[config.mk]
export PLATFORM = sky130hd
export DESIGN_NAME = reg_file
export DESIGN_NICKNAME = d
export VERILOG_FILES = /design/src/rtl/reg_file.sv
export SDC_FILE = /design/constraint.sdc
export NUM_CORES = 2
export LEC_CHECK = 0
export BUFFER_PORTS_ARGS = -buffer_cell sky130_fd_sc_hd__buf_4
export CELL_PAD_IN_SITES_DETAIL_PLACEMENT = 0
export CELL_PAD_IN_SITES_GLOBAL_PLACEMENT = 1
export CORE_MARGIN = 3
export CORE_UTILIZATION = 51
export DETAILED_ROUTE_END_ITERATION = 12
export PLACE_DENSITY = 0.77
export SLEW_MARGIN = 5
export SYNTH_ARGS = -nofsm -noshare
export SYNTH_HDL_FRONTEND = slang
export SYNTH_SLANG_ARGS = --single-unit
[constraint.sdc]
create_clock -name clk -period 3.3 [get_ports clk]
set_clock_uncertainty 0.2 [all_clocks]
set_input_delay 0.165 -clock clk [delete_from_list [all_inputs] [get_ports clk]]
set_output_delay 0.165 -clock clk [all_outputs]
set_load 0.02 [all_outputs]
[src/rtl/reg_file.sv]
// Register file: 2**ADDR_W x DATA_W entries, entry 0 hardwired to zero, two registered read ports.
// Define RF_BYPASS_EN to forward a same-edge write to the read ports.
module reg_file #(
  parameter int DATA_W = 32,
  parameter int ADDR_W = 5
) (
  input  logic              clk,
  input  logic              rst_n,
  input  logic              rd_en,
  input  logic              stall,
  input  logic [ADDR_W-1:0] rs1,
  input  logic [ADDR_W-1:0] rs2,
  input  logic              we,
  input  logic [ADDR_W-1:0] rd,
  input  logic [DATA_W-1:0] wd,
  output logic [DATA_W-1:0] rs1_data,
  output logic [DATA_W-1:0] rs2_data,
  output logic              rd_valid
);

  localparam int unsigned NUM_ENTRIES = 2 ** ADDR_W;

  logic [DATA_W-1:0] mem_q [NUM_ENTRIES];
  logic [DATA_W-1:0] mem_d [NUM_ENTRIES];

  logic [DATA_W-1:0] rs1_data_q, rs1_data_d;
  logic [DATA_W-1:0] rs2_data_q, rs2_data_d;
  logic              rd_valid_q, rd_valid_d;

  logic              wr_hit;
  logic [DATA_W-1:0] rs1_rdata;
  logic [DATA_W-1:0] rs2_rdata;

  assign wr_hit = we && (rd != '0);

  // Entry 0 is never written, so it keeps its reset value of zero.
  always_comb begin
    mem_d = mem_q;
    if (wr_hit) begin
      mem_d[rd] = wd;
    end
  end

  always_comb begin
    rs1_rdata = '0;
    rs2_rdata = '0;
    if (rs1 != '0) begin
      rs1_rdata = mem_q[rs1];
    end
    if (rs2 != '0) begin
      rs2_rdata = mem_q[rs2];
    end
`ifdef RF_BYPASS_EN
    if (wr_hit && (rd == rs1)) begin
      rs1_rdata = wd;
    end
    if (wr_hit && (rd == rs2)) begin
      rs2_rdata = wd;
    end
`endif
  end

  // Stall freezes all read outputs; an idle cycle drops valid but keeps the data.
  always_comb begin
    rs1_data_d = rs1_data_q;
    rs2_data_d = rs2_data_q;
    rd_valid_d = rd_valid_q;
    if (!stall) begin
      rd_valid_d = rd_en;
      if (rd_en) begin
        rs1_data_d = rs1_rdata;
        rs2_data_d = rs2_rdata;
      end
    end
  end

  always_ff @(posedge clk or negedge rst_n) begin
    if (!rst_n) begin
      for (int unsigned i = 0; i < NUM_ENTRIES; i++) begin
        mem_q[i] <= '0;
      end
      rs1_data_q <= '0;
      rs2_data_q <= '0;
      rd_valid_q <= 1'b0;
    end else begin
      for (int unsigned i = 0; i < NUM_ENTRIES; i++) begin
        mem_q[i] <= mem_d[i];
      end
      rs1_data_q <= rs1_data_d;
      rs2_data_q <= rs2_data_d;
      rd_valid_q <= rd_valid_d;
    end
  end

  assign rs1_data = rs1_data_q;
  assign rs2_data = rs2_data_q;
  assign rd_valid = rd_valid_q;

endmodule

Yosys cells after proc, flatten, opt, wreduce, memory -nomap -nowiden:

Cells that the tools add are included.
W data, S select, Z words.

* flip-flop bits (word level): 1089
* input port bits: 52
* output and inout port bits: 65

* $lt $le $gt $ge: 4
* muxes and demuxes: 11
* bitwise gates (word level): 4
* reductions and logical operators: 6

Operator list (count)
* $bwmux W1024: 1
* $bmux W32 S5: 2
* $mux W32: 7
* $demux W32 S5: 1
* $ge A6 B6 Y1 const B: 3
* $not A5 Y6: 3
* $reduce_bool A5 Y1: 3
* $lt A6 B1 Y1 const B: 1
* $logic_and A1 B1 Y1: 2
* $reduce_and A2 Y1: 1
* $not A1 Y1: 1

Logic depth before layout (Yosys ltp):

* depth after elaboration: 6
* depth in mapped cells: 10
* depth with buffers taken out: 5

Worst setup path after synthesis:

No wires, ideal clock.

* kind: input to register
* start: input rs1[0]
* end: register rs1_data_q[10], in the netlist rs1_data[10]
* setup time: 0.121 ns
* arrival: 1.611 ns
* data required time: 2.979 ns
* setup slack: 1.368 ns
* cell stages on the path: 7
* path through: buf_2 -> buf_4 -> buf_2 -> mux4_2 -> mux2i_1 -> a211oi_1 -> a22o_1

* cells in the longest elaborated chain, start to end: 5
* elaborated cells on any way between the ends: 6

Ends and longest elaborated chain
* start: declaration: RTL line 11 `input logic [ADDR_W-1:0] rs1,`
* $not A5 Y6 (implied by the code): RTL line 48 `rs1_rdata = mem_q[rs1];`
* $bmux W32 S5: RTL line 48
* $mux W32 (implied by the code) (2 in a row): RTL line 48
* $mux W32 (*): RTL line 47 `if (rs1 != '0) begin`
* end signal: assignment: RTL line 89 `rs1_data_q <= rs1_data_d;`
* end: declaration: RTL line 26 `logic [DATA_W-1:0] rs1_data_q, rs1_data_d;`

Mark *: on every way between the ends. The rest lies on a longest branch, timed or not. The select of a mux whose other input is x is not followed.
A chain may end at the register's enable or synchronous reset.

Worst setup path after layout:

* start: input stall
* end: register rs2_data_q[30], in the netlist rs2_data[30]

* cells in the longest elaborated chain, start to end: 2

Ends and longest elaborated chain
* start: declaration: RTL line 10 `input logic stall,`
* $not A1 Y1 (no line)
* $reduce_and A2 Y1 (no line)
* end signal: assignment: RTL line 90 `rs2_data_q <= rs2_data_d;`
* end: declaration: RTL line 27 `logic [DATA_W-1:0] rs2_data_q, rs2_data_d;`

Every way passes these cells.

==> summary.txt <==
Layout
  • Share of layout cells above drive strength 1: between 50% and 60%
  • Nets@finish: 4107
  • P&R area growth vs syn: 12.5%
  • Post-Layout Inst Area: roughly 65000 um2

Synth
  • Simple-Gate Fraction of Synth Area: around 3.8%
  • Syn Std Cell Area: 57500 um2
  • Largest family of logic cells by synthesized area: multiplexers
  • Ys Warns: 0
  • Number of flops mapped to enable cells by yosys: 0
  • Compound-Gate Fraction of Synth Area: 3.95%
  • Largest area contributor in the netlist: dfrtp_1
  • Average size of a mapped cell: 14.3 um2
  • Synth area leaders: dfrtp_1 (47%), mux2_2 (26%), mux4_2 (12%), o22ai_1 (2.0%), mux2i_1 (1.3%)
  • Register area share after synthesis: around 47%
  • Async set-reset flop share out of synthesis: 100%
  • Mux contribution to synthesized area: 40.5%
  • Synth Area in Adders: 0%
  • Top FF cell, synth: dfrtp_1
  • Post-synthesis xor/xnor area fraction: 0%
  • Post-Syn Nets: 4079
  • Cells after Synth: 4027
  • Yosys top cell area share: 47.4%
  • Synth Register Bits: 1089
  • Synth cell types: between 40 and 50

Outcome
  • Status: complete, no violations

Routing
  • DR WL/cell: 30.4 um
  • Vias: 37.0k
  • Drt first-iter violations: 3327
  • Final WL: 171 mm
  • DR vias/cell: 6.56
  • Drt pass-1 iters: 6
  • Antenna-violating nets left: 0
  • DRC Markers: 0

Critical path
  • Buf/Inv on CP: 4
  • Endpoint class of the critical path: flip-flop
  • Crit-path max cell delay: 0.58 ns
  • CP delay by family, top: buffers and inverters
  • Reg-to-reg slack, setup: 0.75 ns
  • Worst r2r dst: rs2_data[30]
  • Critical path launch point type: input pin
  • CP Cell Sequence: dlygate4sd3_1 -> buf_4 -> nand2b_4 -> nand2_1 -> nand4_1 -> dlygate4sd3_1 -> o211a_1 -> dlygate4sd3_1
  • Crit path from: stall
  • Most frequent CP cell: dlygate4sd3_1
  • Worst r2r path cells: 6
  • Master of the slowest instance on the critical path: nand2b_4
  • Crit path DAT: about 3.2 ns
  • CP endpoint: rs2_data[30]
  • CP required: 3.68 ns
  • Maximum fanout along the worst path: 49
  • R2R Path Start: mem_q[30]
  • Kind of critical path: input pin to flip-flop
  • Critical path depth: 8

Clocking
  • Postcts setup bufs: 0
  • CTS Buf Count: 119
  • Clk Latency, worst-skew pair: approximately 0.71 ns
  • H-tree depth: 3
  • # hold bufs at CTS: 42
  • Root Buffer: clkbuf_16
  • CTS sink count: ~1.1k
  • Post_cts resized: 0
  • Clk pin slew, worst setup/hold paths: 0.06 ns
  • CTS tree: yes
  • Worst-case clock buffer depth: 3

Power and ir drop
  • P_leak: about 0.029 uW
  • Power per Cell Area: roughly 600 nW/um2
  • Max VDD drop: 0.414 mV

STA
  • Tcrit/Tclk final: 85.3%
  • Fmax: approximately 0.36 GHz
  • Final slew viol count: 0
  • Worst rel slew slack: a little over a third
  • Worst setup margin: 0.484 ns
  • Final Setup Violations: 0
  • Worst-Margin Slew: 0.969 ns
  • Final Hold Viols: 0
  • Total Neg Setup Slack: 0 ns
  • RSZ-0062 raised after global routing: false
  • Minimum clock period: between 2 and 3 ns

Die
  • Site row count: 122
  • Die Area: 117000 um2
  • Die height: ~340 um
  • Die W: roughly 340 um
  • Initial Utilization: 51.7%
  • CORE AREA: roughly 110000 um2
  • Ports: ~120

Place
  • HPWL Detailed: 98.0 mm
  • Port Buffers: 116
  • Placed instance area: 60200 um2
  • Place WS: around 0.54 ns
  • Placer Congestion: 0.801

Global routing
  • First-pass GRT wire length: 256 mm
  • Grt ovf: 0
  • GR Util All Layers: just under 30%
  • Initial antenna violation count: 5
  • Vias in the first global route: 37.8k
  • Pin count of the biggest net entering global routing: 94

Worst hold path
  • Worst min-delay path class: input pin to flip-flop
  • Worst Hold Depth: 4

Flow run
  • Maxcap violations: 0
-- worst min path at each step --
stage                 from           end  slack, ns
global placement     rst_n  rs2_data[25]       0.04
finish               stall      rd_valid       0.04
floorplan            rst_n      mem_q[0]      -0.33
CTS                  stall      rd_valid      0.009
global route        rs1[1]   rs1_data[3]       0.07
detailed placement   rst_n    mem_q[473]       0.04
-- registers in the layout, indices dropped and copies added, names as in the netlist --
register  cells
mem_q      1024
rs1_data     32
rs2_data     32
rd_valid      1
-- synth_stat cells (2+ instances only) --
cell and count:
mux2_2 1320, dfrtp_1 1089, mux4_2 319, clkbuf_1 197
o22ai_1 186, nand2_1 89, buf_2 83, nor2_1 83
mux2i_1 76, nand2b_1 63, nor4_1 62, and3_1 61
a211oi_1 60, a22o_1 60, buf_1 54, buf_4 49
buf_6 48, mux2_1 42, nand3_1 12, buf_12 8
nand3b_1 8, nand4_1 8, nor3b_1 8, nor3_1 6
nor2b_1 5, o21ai_0 4, or2_2 4, or3_1 4
a32o_1 2, buf_8 2, nand4b_1 2, o211a_1 2
o211ai_1 2, o41ai_2 2
-- where the power goes --
part | switching, uW | total (uW) | internal [uW]
clock | 5660 | 13800 | 8130
sequential | 1790 | 17700 | 15900
combinational | 2950 | 7580 | 4630
total | 10400 | 39000 | 28600
-- final cells by class --
cell class,instances,area [um2]
fill,8764,46600
multi-input combinational,2497,28000
sequential,1089,27300
clock buffer,174,3510
timing repair buffer,348,3490
tap,1488,1860
clock inverter,42,533
antenna,2,5.00
-- tightest hold or removal path: stages --
cell and delay (ns):
dlygate4sd3_1 0.53, buf_4 0.11, nand2_1 0.04, nand2_1 0.06
-- logic make-up after synthesis --
group / Yosys count
mux: 1758
flops: 1089
buf+inv: 441
simple gates: 419
compound gates: 320
-- layer usage --
metal / track usage [%] / routed length [um] / vias to the layer above / part of all wire, %
met4: 8.44 / 4730 / 0 / 2.8
met1: 42.4 / 73700 / 20100 / 43
met5: 0 / 0 / - / 0
li1: - / - / 15300 / -
met2: 46.5 / 80200 / 1335 / 47
met3: 4.67 / 12600 / 278 / 7.3
-- stage by stage --
stage / std cells / total power (uW) / utilization [%] / hold slack (ns)
final: 5640 / 39000 / 58.1 / 0.0393
after global routing: 5638 / 40700 / 58.1 / 0.0729
after CTS: 5638 / 39200 / 58.1 / 0.00904
after detailed placement: 5380 / 25400 / 54.1 / 0.0372
after global placement: 5380 / 25100 / 54.1 / 0.0377
after floorplan: 4027 / 23100 / - / -0.331
-- layout by cell type (no fill, tap or decap), types with 10 or more instances in the layout --
cell type / Yosys / final
a211oi_1: 60 / 60
a22o_1: 60 / 60
and3_1: 61 / 61
buf_12: 8 / 58
buf_4: 49 / 242
bufinv_16: 0 / 10
clkbuf_1: 197 / 22
clkbuf_16: 0 / 119
clkbuf_8: 0 / 35
clkinv_2: 0 / 19
dfrtp_1: 1089 / 1089
dlygate4sd3_1: 0 / 41
mux2_1: 42 / 42
mux2_2: 1320 / 1320
mux2i_1: 76 / 76
mux4_2: 319 / 319
nand2_1: 89 / 73
nand2_2: 0 / 16
nand2b_1: 63 / 62
nor2_1: 83 / 67
nor2_4: 0 / 16
nor4_1: 62 / 62
o22ai_1: 186 / 186
Note: power is estimated with default switching activity, not from simulation.
